$ cat src/rtl/clk_period_meter.sv
// rtl/clk_period_meter.sv - period / high-time meter for a slow asynchronous input
//
// Measures sig_in in units of clk. Synchronizes the input, emits one-cycle edge
// strobes, reports the cycle count between the last two rising edges (period),
// the high time within that period (high_time), and flags a stalled input (timeout).
//
// Optional feature macro: PERIOD_AVG_EN
//   defined   : period is the truncated mean of the last 4 measured periods;
//               period_valid starts once 4 periods are collected since the last
//               IDLE/STALLED entry. high_time stays raw.
//   undefined : period is the raw last period; period_valid from the 2nd rise on.
//
// Ports:
//   clk          in   1      system clock
//   rst          in   1      asynchronous reset, active-low
//   sig_in       in   1      asynchronous signal under measurement
//   rise_pulse   out  1      one-cycle strobe per synchronized rising edge
//   fall_pulse   out  1      one-cycle strobe per synchronized falling edge
//   period       out  CNT_W  clk cycles between the last two rising edges (held)
//   high_time    out  CNT_W  clk cycles high in the last full period (held)
//   period_valid out  1      one-cycle strobe when period/high_time update
//   timeout      out  1      level: no rising edge within TIMEOUT cycles

module clk_period_meter #(
    parameter int CNT_W       = 30,
    parameter int SYNC_STAGES = 2,
    parameter int TIMEOUT     = 50_000_000
) (
    input  logic             clk,
    input  logic             rst,
    input  logic             sig_in,
    output logic             rise_pulse,
    output logic             fall_pulse,
    output logic [CNT_W-1:0] period,
    output logic [CNT_W-1:0] high_time,
    output logic             period_valid,
    output logic             timeout
);

    typedef enum logic [1:0] {
        IDLE    = 2'd0,
        MEASURE = 2'd1,
        STALLED = 2'd2
    } state_t;

    localparam logic [CNT_W-1:0] CNT_LAST = CNT_W'(TIMEOUT - 1);

    state_t                 state;
    state_t                 state_next;
    logic [SYNC_STAGES-1:0] sync;
    logic                   s;
    logic                   prev;
    logic                   rise;
    logic                   fall;
    logic [CNT_W-1:0]       cnt;
    logic [CNT_W-1:0]       hcnt;
    logic                   start;
    logic                   capture;
    logic                   stall;

    assign s    = sync[SYNC_STAGES-1];
    assign rise = s & ~prev;
    assign fall = ~s & prev;

    always_ff @(posedge clk or negedge rst) begin
        if (!rst) begin
            state <= IDLE;
        end else begin
            state <= state_next;
        end
    end

    // A rise always wins over the timeout check in the same cycle.
    always_comb begin
        state_next = state;
        start      = 1'b0;
        capture    = 1'b0;
        stall      = 1'b0;
        case (state)
            IDLE: begin
                if (rise) begin
                    state_next = MEASURE;
                    start      = 1'b1;
                end
            end
            MEASURE: begin
                if (rise) begin
                    capture = 1'b1;
                end else if (cnt == CNT_LAST) begin
                    state_next = STALLED;
                    stall      = 1'b1;
                end
            end
            STALLED: begin
                if (rise) begin
                    state_next = MEASURE;
                    start      = 1'b1;
                end
            end
            default: state_next = IDLE;
        endcase
    end

`ifdef PERIOD_AVG_EN
    logic [CNT_W-1:0] hist0;
    logic [CNT_W-1:0] hist1;
    logic [CNT_W-1:0] hist2;
    logic [2:0]       nper;
    logic [CNT_W+1:0] psum;

    assign psum = {2'b00, hist0} + {2'b00, hist1} + {2'b00, hist2} + {2'b00, cnt};
`endif

    always_ff @(posedge clk or negedge rst) begin
        if (!rst) begin
            sync         <= '0;
            prev         <= 1'b0;
            rise_pulse   <= 1'b0;
            fall_pulse   <= 1'b0;
            cnt          <= '0;
            hcnt         <= '0;
            period       <= '0;
            high_time    <= '0;
            period_valid <= 1'b0;
            timeout      <= 1'b0;
`ifdef PERIOD_AVG_EN
            hist0        <= '0;
            hist1        <= '0;
            hist2        <= '0;
            nper         <= '0;
`endif
        end else begin
            sync         <= {sync[SYNC_STAGES-2:0], sig_in};
            prev         <= s;
            rise_pulse   <= rise;
            fall_pulse   <= fall;
            period_valid <= 1'b0;

            // The rise cycle itself is the first counted cycle of the new period.
            if (start || capture) begin
                cnt  <= CNT_W'(1);
                hcnt <= CNT_W'(1);
            end else if (state == MEASURE) begin
                cnt <= cnt + CNT_W'(1);
                if (s) begin
                    hcnt <= hcnt + CNT_W'(1);
                end
            end

            if (start) begin
                timeout <= 1'b0;
            end
            if (stall) begin
                timeout <= 1'b1;
            end

            if (capture) begin
                high_time <= hcnt;
`ifdef PERIOD_AVG_EN
                hist0 <= cnt;
                hist1 <= hist0;
                hist2 <= hist1;
                if (nper != 3'd4) begin
                    nper <= nper + 3'd1;
                end
                // nper counts periods collected before this one.
                if (nper >= 3'd3) begin
                    period       <= psum[CNT_W+1:2];
                    period_valid <= 1'b1;
                end
`else
                period       <= cnt;
                period_valid <= 1'b1;
`endif
            end

`ifdef PERIOD_AVG_EN
            if (stall) begin
                nper <= '0;
            end
`endif
        end
    end

endmodule

$ cat config.mk
export PLATFORM = sky130hd
export DESIGN_NAME = clk_period_meter
export DESIGN_NICKNAME = d
export VERILOG_FILES = /design/src/rtl/clk_period_meter.sv
export SDC_FILE = /design/constraint.sdc
export NUM_CORES = 1
export LEC_CHECK = 0
export CAP_MARGIN = 20
export CORE_UTILIZATION = 45
export DETAILED_ROUTE_END_ITERATION = 16
export MAX_ROUTING_LAYER = met4
export PLACE_DENSITY = 0.69
export RECOVER_POWER = 50
export SYNTH_ARGS = -nofsm -noshare
export SYNTH_HDL_FRONTEND = slang
export SYNTH_SLANG_ARGS = --single-unit
$ cat constraint.sdc
create_clock -name clk -period 2.15 [get_ports clk]
set_input_delay 0.43 -clock clk [delete_from_list [all_inputs] [get_ports clk]]
set_output_delay 0.43 -clock clk [all_outputs]
set_load 0.01 [all_outputs]
==> summary.md <==
| Metric | Value |
|---|---|
| GPL Wtd Cong | `0.8883` |
| Yosys reg bits | `129` |
| Syn avg cell area | `11.32 um^2` |
| Average wire per standard cell | `17.43 um` |
| Register Area | `3228 um^2` |
| Post-synth EDFFs | `0` |
| Final period util | `96.00%` |
| Largest net degree at the start of global routing | `41` |
| Mux contribution to synthesized area | `11.64%` |
| Main synth FF type | `dfrtp_1` |
| Crit Path Max Fanout | `7` |
| Global-route wire length before repair | `24220 um` |
| Routed vias | `4818` |
| Die Y | `117.3 um` |
| Hold_buf cts | `0` |
| Switching share of power | `24.85%` |
| # rows | `41` |
| Fmax | `484.5 MHz` |
| Commonest non-fill, non-tap cells in the layout | `dfrtp_1 (129), mux2_2 (61), clkdlybuf4s50_1 (59)` |
| Longest Clk Path Bufs | `2` |
| Post-DRT Antenna Nets | `0` |
| Internal power | `4897 uW` |
| CP Data Required Time | `2.49 ns` |
| Post-Synth XOR/XNOR Area | `1.755%` |
| Total setup buffers inserted after CTS | `0` |
| Slew headroom | `37.42%` |
| Fin. max-slew vios | `0` |
| CTS Buf Count | `17` |
| Compound-Gate Fraction of Synth Area | `13.31%` |
| Crit end category | `register` |
| Placement Cell Area | `7087 um^2` |
| Clk slew on worst S/H paths | `0.06 ns` |
| Initial DRC Count | `303` |
| DRC violations left | `0` |
| GRT Total Usage | `22.64%` |
| CTS tree | `built` |
| Reg2Reg Setup Slack | `0.09 ns` |
| RSZ-0062 raised after global routing | `false` |
| Fill cells | `1058` |
| Total global routing overflow | `0` |
| Clock power share | `46.4%` |
| Max stage delay on crit path | `0.57 ns` |
| Final Skew | `0.005672 ns` |
| Share of layout cells above drive strength 1 | `22.40%` |
| Seq/Total Area, Yosys | `53.92%` |
| Area delta synth->final | `27.90%` |
| DR pass1 iterations | `5` |
| # diodes | `0` |
| WS Path Type | `register to register` |
| Share of the core filled with cells | `59.95%` |
| Ports | `67` |
| Maxcap violations | `0` |
| Leading cell type in the layout, fill and taps excluded | `dfrtp_1` |
| Final net count | `626` |
| Post-route cell area | `7657 um^2` |
| Post-Synth Adder-Cell Area | `0.4180%` |
| Largest cells by area after synthesis | `dfrtp_1 (54%), mux2_2 (11%), a31oi_1 (2.3%)` |
| Post-Synth Simple-Gate Area | `16.34%` |
| # H-tree levels | `4` |
| Port bufs | `66` |
| Maximum VDD drop | `404.4 uV` |
| Setup TNS | `0 ns` |
| Top cell type's share of synthesized area | `53.92%` |
| Net switching power | `1620 uW` |
| Comb power frac | `11.7%` |
| Startpoint types | `register` |
| Full die area | `13770 um^2` |
| Routed vias/inst | `5.978` |
| Main combinational cell family by area after synthesis | `simple AND/OR/NAND/NOR gates` |
| Drt total wl | `14050 um` |
| Worst-Margin Slew | `0.9386 ns` |
| Area of the multi-input gates | `2621 um^2` |
| Post-Synthesis Net Count | `534` |
| Final Hold Viols | `0` |
| Minimum clock period | `2.064 ns` |
| Initial antenna violation count | `0` |
| Post-Syn Area | `5987 um^2` |
| Distinct cell type count after synthesis | `53` |
| Post-synthesis async set-or-reset flop share | `100.0%` |
| Worst Hold Class | `primary input to asynchronous set/reset pin` |
| Initial Util | `46.87%` |
| Critical-path top delay cell | `or4_4` |
| Setup Viol. Count Final | `0` |
| Clock sink count | `129` |
| Vias in the first global route | `4774` |
| Post_cts resized | `0` |
| Sequential power share | `41.9%` |
| CP Cell Sequence | `ha_1 > nand3_1 > or4_4 > or4_1 > a21oi_1` |
| Area leader, netlist | `dfrtp_1` |
| DP HPWL | `9701 um` |
| Worst path arrival time | `2.41 ns` |
| Clk_lat worst skew | `0.42 ns` |
| Die Span X | `117.3 um` |
| Mapped Cells | `529` |
| Core footprint | `12770 um^2` |
| Leak pwr | `0.003371 uW` |
| Pwr/cell area | `851.0 nW/um^2` |
| Outcome | `finished, final reports clean` |
| Clock root buffer | `clkbuf_16` |
| Syn. warnings | `0` |
flip-flops by register name, summed over array words and instances (netlist names):
register and count:
period 30, period_valid 1, timeout 1, rise_pulse 1
hcnt 30, prev 1, state 2, fall_pulse 1
sync 2, cnt 30, high_time 30
critical path, delay by kind of cell, from the launching register on:
family | cells | cell delay [ns]
fa+ha+maj | 1 | 0.20
simple gates | 3 | 1.21
compound gates | 1 | 0.15
flops | 1 | 0.43
cell usage after synthesis, types with 3 or more instances:
cell / count
dfrtp_1: 129
mux2_2: 61
nand2_1: 31
a31oi_1: 22
nor2_1: 22
a21oi_1: 21
nand3_1: 18
o21ai_0: 18
or4_1: 18
clkbuf_1: 17
nand4_1: 16
and3_1: 12
and4_1: 10
o31ai_1: 10
nor3_1: 9
nor4_1: 9
xor2_1: 9
inv_1: 7
or3_1: 7
o211ai_1: 6
o311ai_0: 6
a21o_1: 5
a31o_2: 5
a41oi_1: 5
o2111ai_1: 5
and2_1: 4
buf_2: 4
buf_4: 4
a32oi_1: 3
buf_1: 3
or3_2: 3
xnor2_1: 3
cell type report:
type | count | share of cell area, %
Sequential cell | 129 | 42.16
Tap cell | 172 | 2.810
Clock buffer | 18 | 5.735
Multi-Input combinational cell | 364 | 34.23
Timing Repair Buffer | 102 | 12.27
Clock inverter | 14 | 2.451
Inverter | 7 | 0.3431
worst paths after layout:
kind | start | to | cells past startpoint
setup reg to reg | cnt[1] | cnt[16] | 5
min in group clk | sync[0] | sync[1] | 0
hold / removal | rst | period_valid | 1
hold reg to reg | sync[0] | sync[1] | 0
setup / recovery | cnt[1] | cnt[16] | 5
max in group asynchronous | rst | high_time[23] | 2
power groups by stage:
| stage | registers (uW) | logic (uW) | clock network, uW |
|---|---|---|---|
| floorplan | 2740 | 400 | 0 |
| finish | 2730 | 765 | 3020 |
| detailed placement | 2770 | 791 | 0 |
| CTS | 2720 | 797 | 3080 |
| global route | 2740 | 838 | 3190 |
| global placement | 2760 | 773 | 0 |
stage by stage:
step	power [uW]	cells	hold WS, ns	setup slack (ns)
detailed placement	3557	774	0.3684	0.07031
global route	6770	806	0.2275	0.04017
finish	6516	806	0.1526	0.08599
CTS	6600	806	0.005657	0.07302
global placement	3528	774	0.3735	0.1275
floorplan	3136	529	0.1344	0.1277
cells by family after synthesis:
logic type | after synthesis
multiplexers | 62
flip-flops | 129
buffers and inverters | 36
AO/OA/AOI/OAI | 117
adder cells (fa/ha/maj) | 2
AND/OR/NAND/NOR | 171
XOR/XNOR | 12
layer usage:
metal	global-route usage, %	vias up	share of wire (%)
met2	34.95	177	49
li1	-	2224	-
met3	5.107	33	5.0
met4	10.39	0	2.4
met5	-	-	0
met1	28.37	2384	43
(Power assumes the default switching activity.)
==> RTL edit: new RTL, same flow settings <==
Register the output `fall_pulse` once more, cleared by the reset; this adds one clock of latency there. The other outputs are not delayed to match. Comments in the files are not updated.
--- a/src/rtl/clk_period_meter.sv
+++ b/src/rtl/clk_period_meter.sv
@@ -44,6 +44,8 @@
     } state_t;
 
     localparam logic [CNT_W-1:0] CNT_LAST = CNT_W'(TIMEOUT - 1);
+
+    logic fall_pulse_s0;
 
     state_t                 state;
     state_t                 state_next;
@@ -116,7 +118,7 @@
             sync         <= '0;
             prev         <= 1'b0;
             rise_pulse   <= 1'b0;
-            fall_pulse   <= 1'b0;
+            fall_pulse_s0 <= 1'b0;
             cnt          <= '0;
             hcnt         <= '0;
             period       <= '0;
@@ -133,7 +135,7 @@
             sync         <= {sync[SYNC_STAGES-2:0], sig_in};
             prev         <= s;
             rise_pulse   <= rise;
-            fall_pulse   <= fall;
+            fall_pulse_s0 <= fall;
             period_valid <= 1'b0;
 
             // The rise cycle itself is the first counted cycle of the new period.
@@ -182,5 +184,13 @@
         end
     end
 
+    always_ff @(posedge clk or negedge rst) begin
+        if (!rst) begin
+            fall_pulse <= '0;
+        end else begin
+            fall_pulse <= fall_pulse_s0;
+        end
+    end
+
 endmodule
 
Behaviour: not the same (a bounded check fails within 10 cycles, from zero or initial values and one cycle with rst low).
==> RTL edit against the original RTL <==
  * Total power is 2.2% lower
  * The flow now finishes with violations (capacitance limit, slew limit)
  * Global-route usage hardly changed
  * Die area is 0.41% higher
  * Routed wire length is 0.51% higher
  * Area after synthesis is 0.42% higher
  * Final cell count is 0.12% higher
  * Count of clock-buffer cells in the layout is 1 lower
  * Cell area hardly changed
  * Critical endpoint is now cnt[15]
  * Worst setup slack better by 3.7 ps
  * Sequential cell count is 1 higher
==> RTL edit: results (changes against the original RTL) <==
| Metric | Value |
|---|---|
| Status | `complete, but fails checks` |
| Top cells by area, synth | `dfrtp_1 54%, mux2_2 11%, a31oi_1 2.3%` |
| Max Cap Viol | `1 (+1)` |
| Dpl cell area | `7080 sq um (-0.11%)` |
| Place WS | `52.3 ps (-18.1 ps)` |
| Met3 Use GR | `5.28% (+0.17 points)` |
| Hpwl dp | `9470 um (-2.4%)` |
| Rel. slew slack | `-15.4% (-53 points)` |
| Max-slew violation count | `131 (+131)` |
| Failing checks | `capacitance limit, slew limit` |
| Mapped Nets | `535 (+0.19%)` |
| VDD IR-drop max | `0.553 mV (+37%)` |
| Syn Inst Count | `530 (+0.19%)` |
| Leak | `3.34 nW (-0.96%)` |
| Worst hold-check path type | `reg -> reg` |
| Met3 WL post-DR | `511 um (-28%)` |
| Final period util | `95.8% (-0.17 points)` |
| Final wirelength | `14100 um (+0.51%)` |
| Seq/Total Area, Yosys | `54.1% (+0.19 points)` |
| Met1 wire length | `6320 um (+4.3%)` |
| M1 GR Usage | `28.1% (-0.28 points)` |
| DR iter-0 viols | `270 (-11%)` |
| Pint | `0.00469 W (-4.3%)` |
| # nets final | `627 (+0.16%)` |
| Worst Clk Skew | `7.67 ps (+2.00 ps)` |
| Hold slack final | `383 ps (+230 ps)` |
| GRT Overall Usage | `22.7% (about the same)` |
RTL edit: changes by cell type in the layout (fill, tap and decap cells not counted), moves of 2 or more:
cell and change:
clkinv_4 +4, clkdlybuf4s50_1 +5, clkbuf_4 +2, bufinv_16 -2, dlygate4sd3_1 -5, clkbuf_1 -2, clkinv_2 -3, clkbuf_2 -5
buf_4 +6, clkinvlp_4 +2
RTL edit: worst paths after layout:
check,start,endpoint
setup / recovery,cnt[10],cnt[15]
hold / removal,fall_pulse_s0,fall_pulse
setup reg to reg,cnt[10],cnt[15]
hold reg to reg,fall_pulse_s0,fall_pulse
max in group asynchronous,rst,cnt[25]
min in group asynchronous,rst,high_time[8]
RTL edit: power groups by stage:
stage	Combinational, W	Clock (W)	Sequential [W]
floorplan	0.000400	0	0.00276
global placement	0.000767	0	0.00278
detailed placement	0.000787	0	0.00279
CTS	0.000794	0.00288	0.00275
global route	0.000871	0.00298	0.00277
finish	0.000794	0.00283	0.00275
RTL edit: logic make-up after synthesis:
logic type / after synthesis / synth area share [%]
fa+ha+maj: 2 / 0.416
xor+xnor: 12 / 1.75
simple gates: 171 / 16.3
flops: 130 / 54.1
buf+inv: 36 / 2.60
compound gates: 117 / 13.3
mux: 62 / 11.6
RTL edit: cell type report:
class / instances / area, sq um / area share (%)
Sequential cell: 130 / 3250 / 42.5
Multi-Input combinational cell: 364 / 2630 / 34.3
Timing Repair Buffer: 102 / 955 / 12.5
Clock buffer: 17 / 425 / 5.55
Tap cell: 172 / 215 / 2.81
Clock inverter: 15 / 163 / 2.12
Inverter: 7 / 26.3 / 0.343
RTL edit: repair_timing:
item                                    4_1_cts  5_1_grt
gates resized for setup                       0        5
setup buffers                                 0        1
endpoints found under the setup margin        0        5
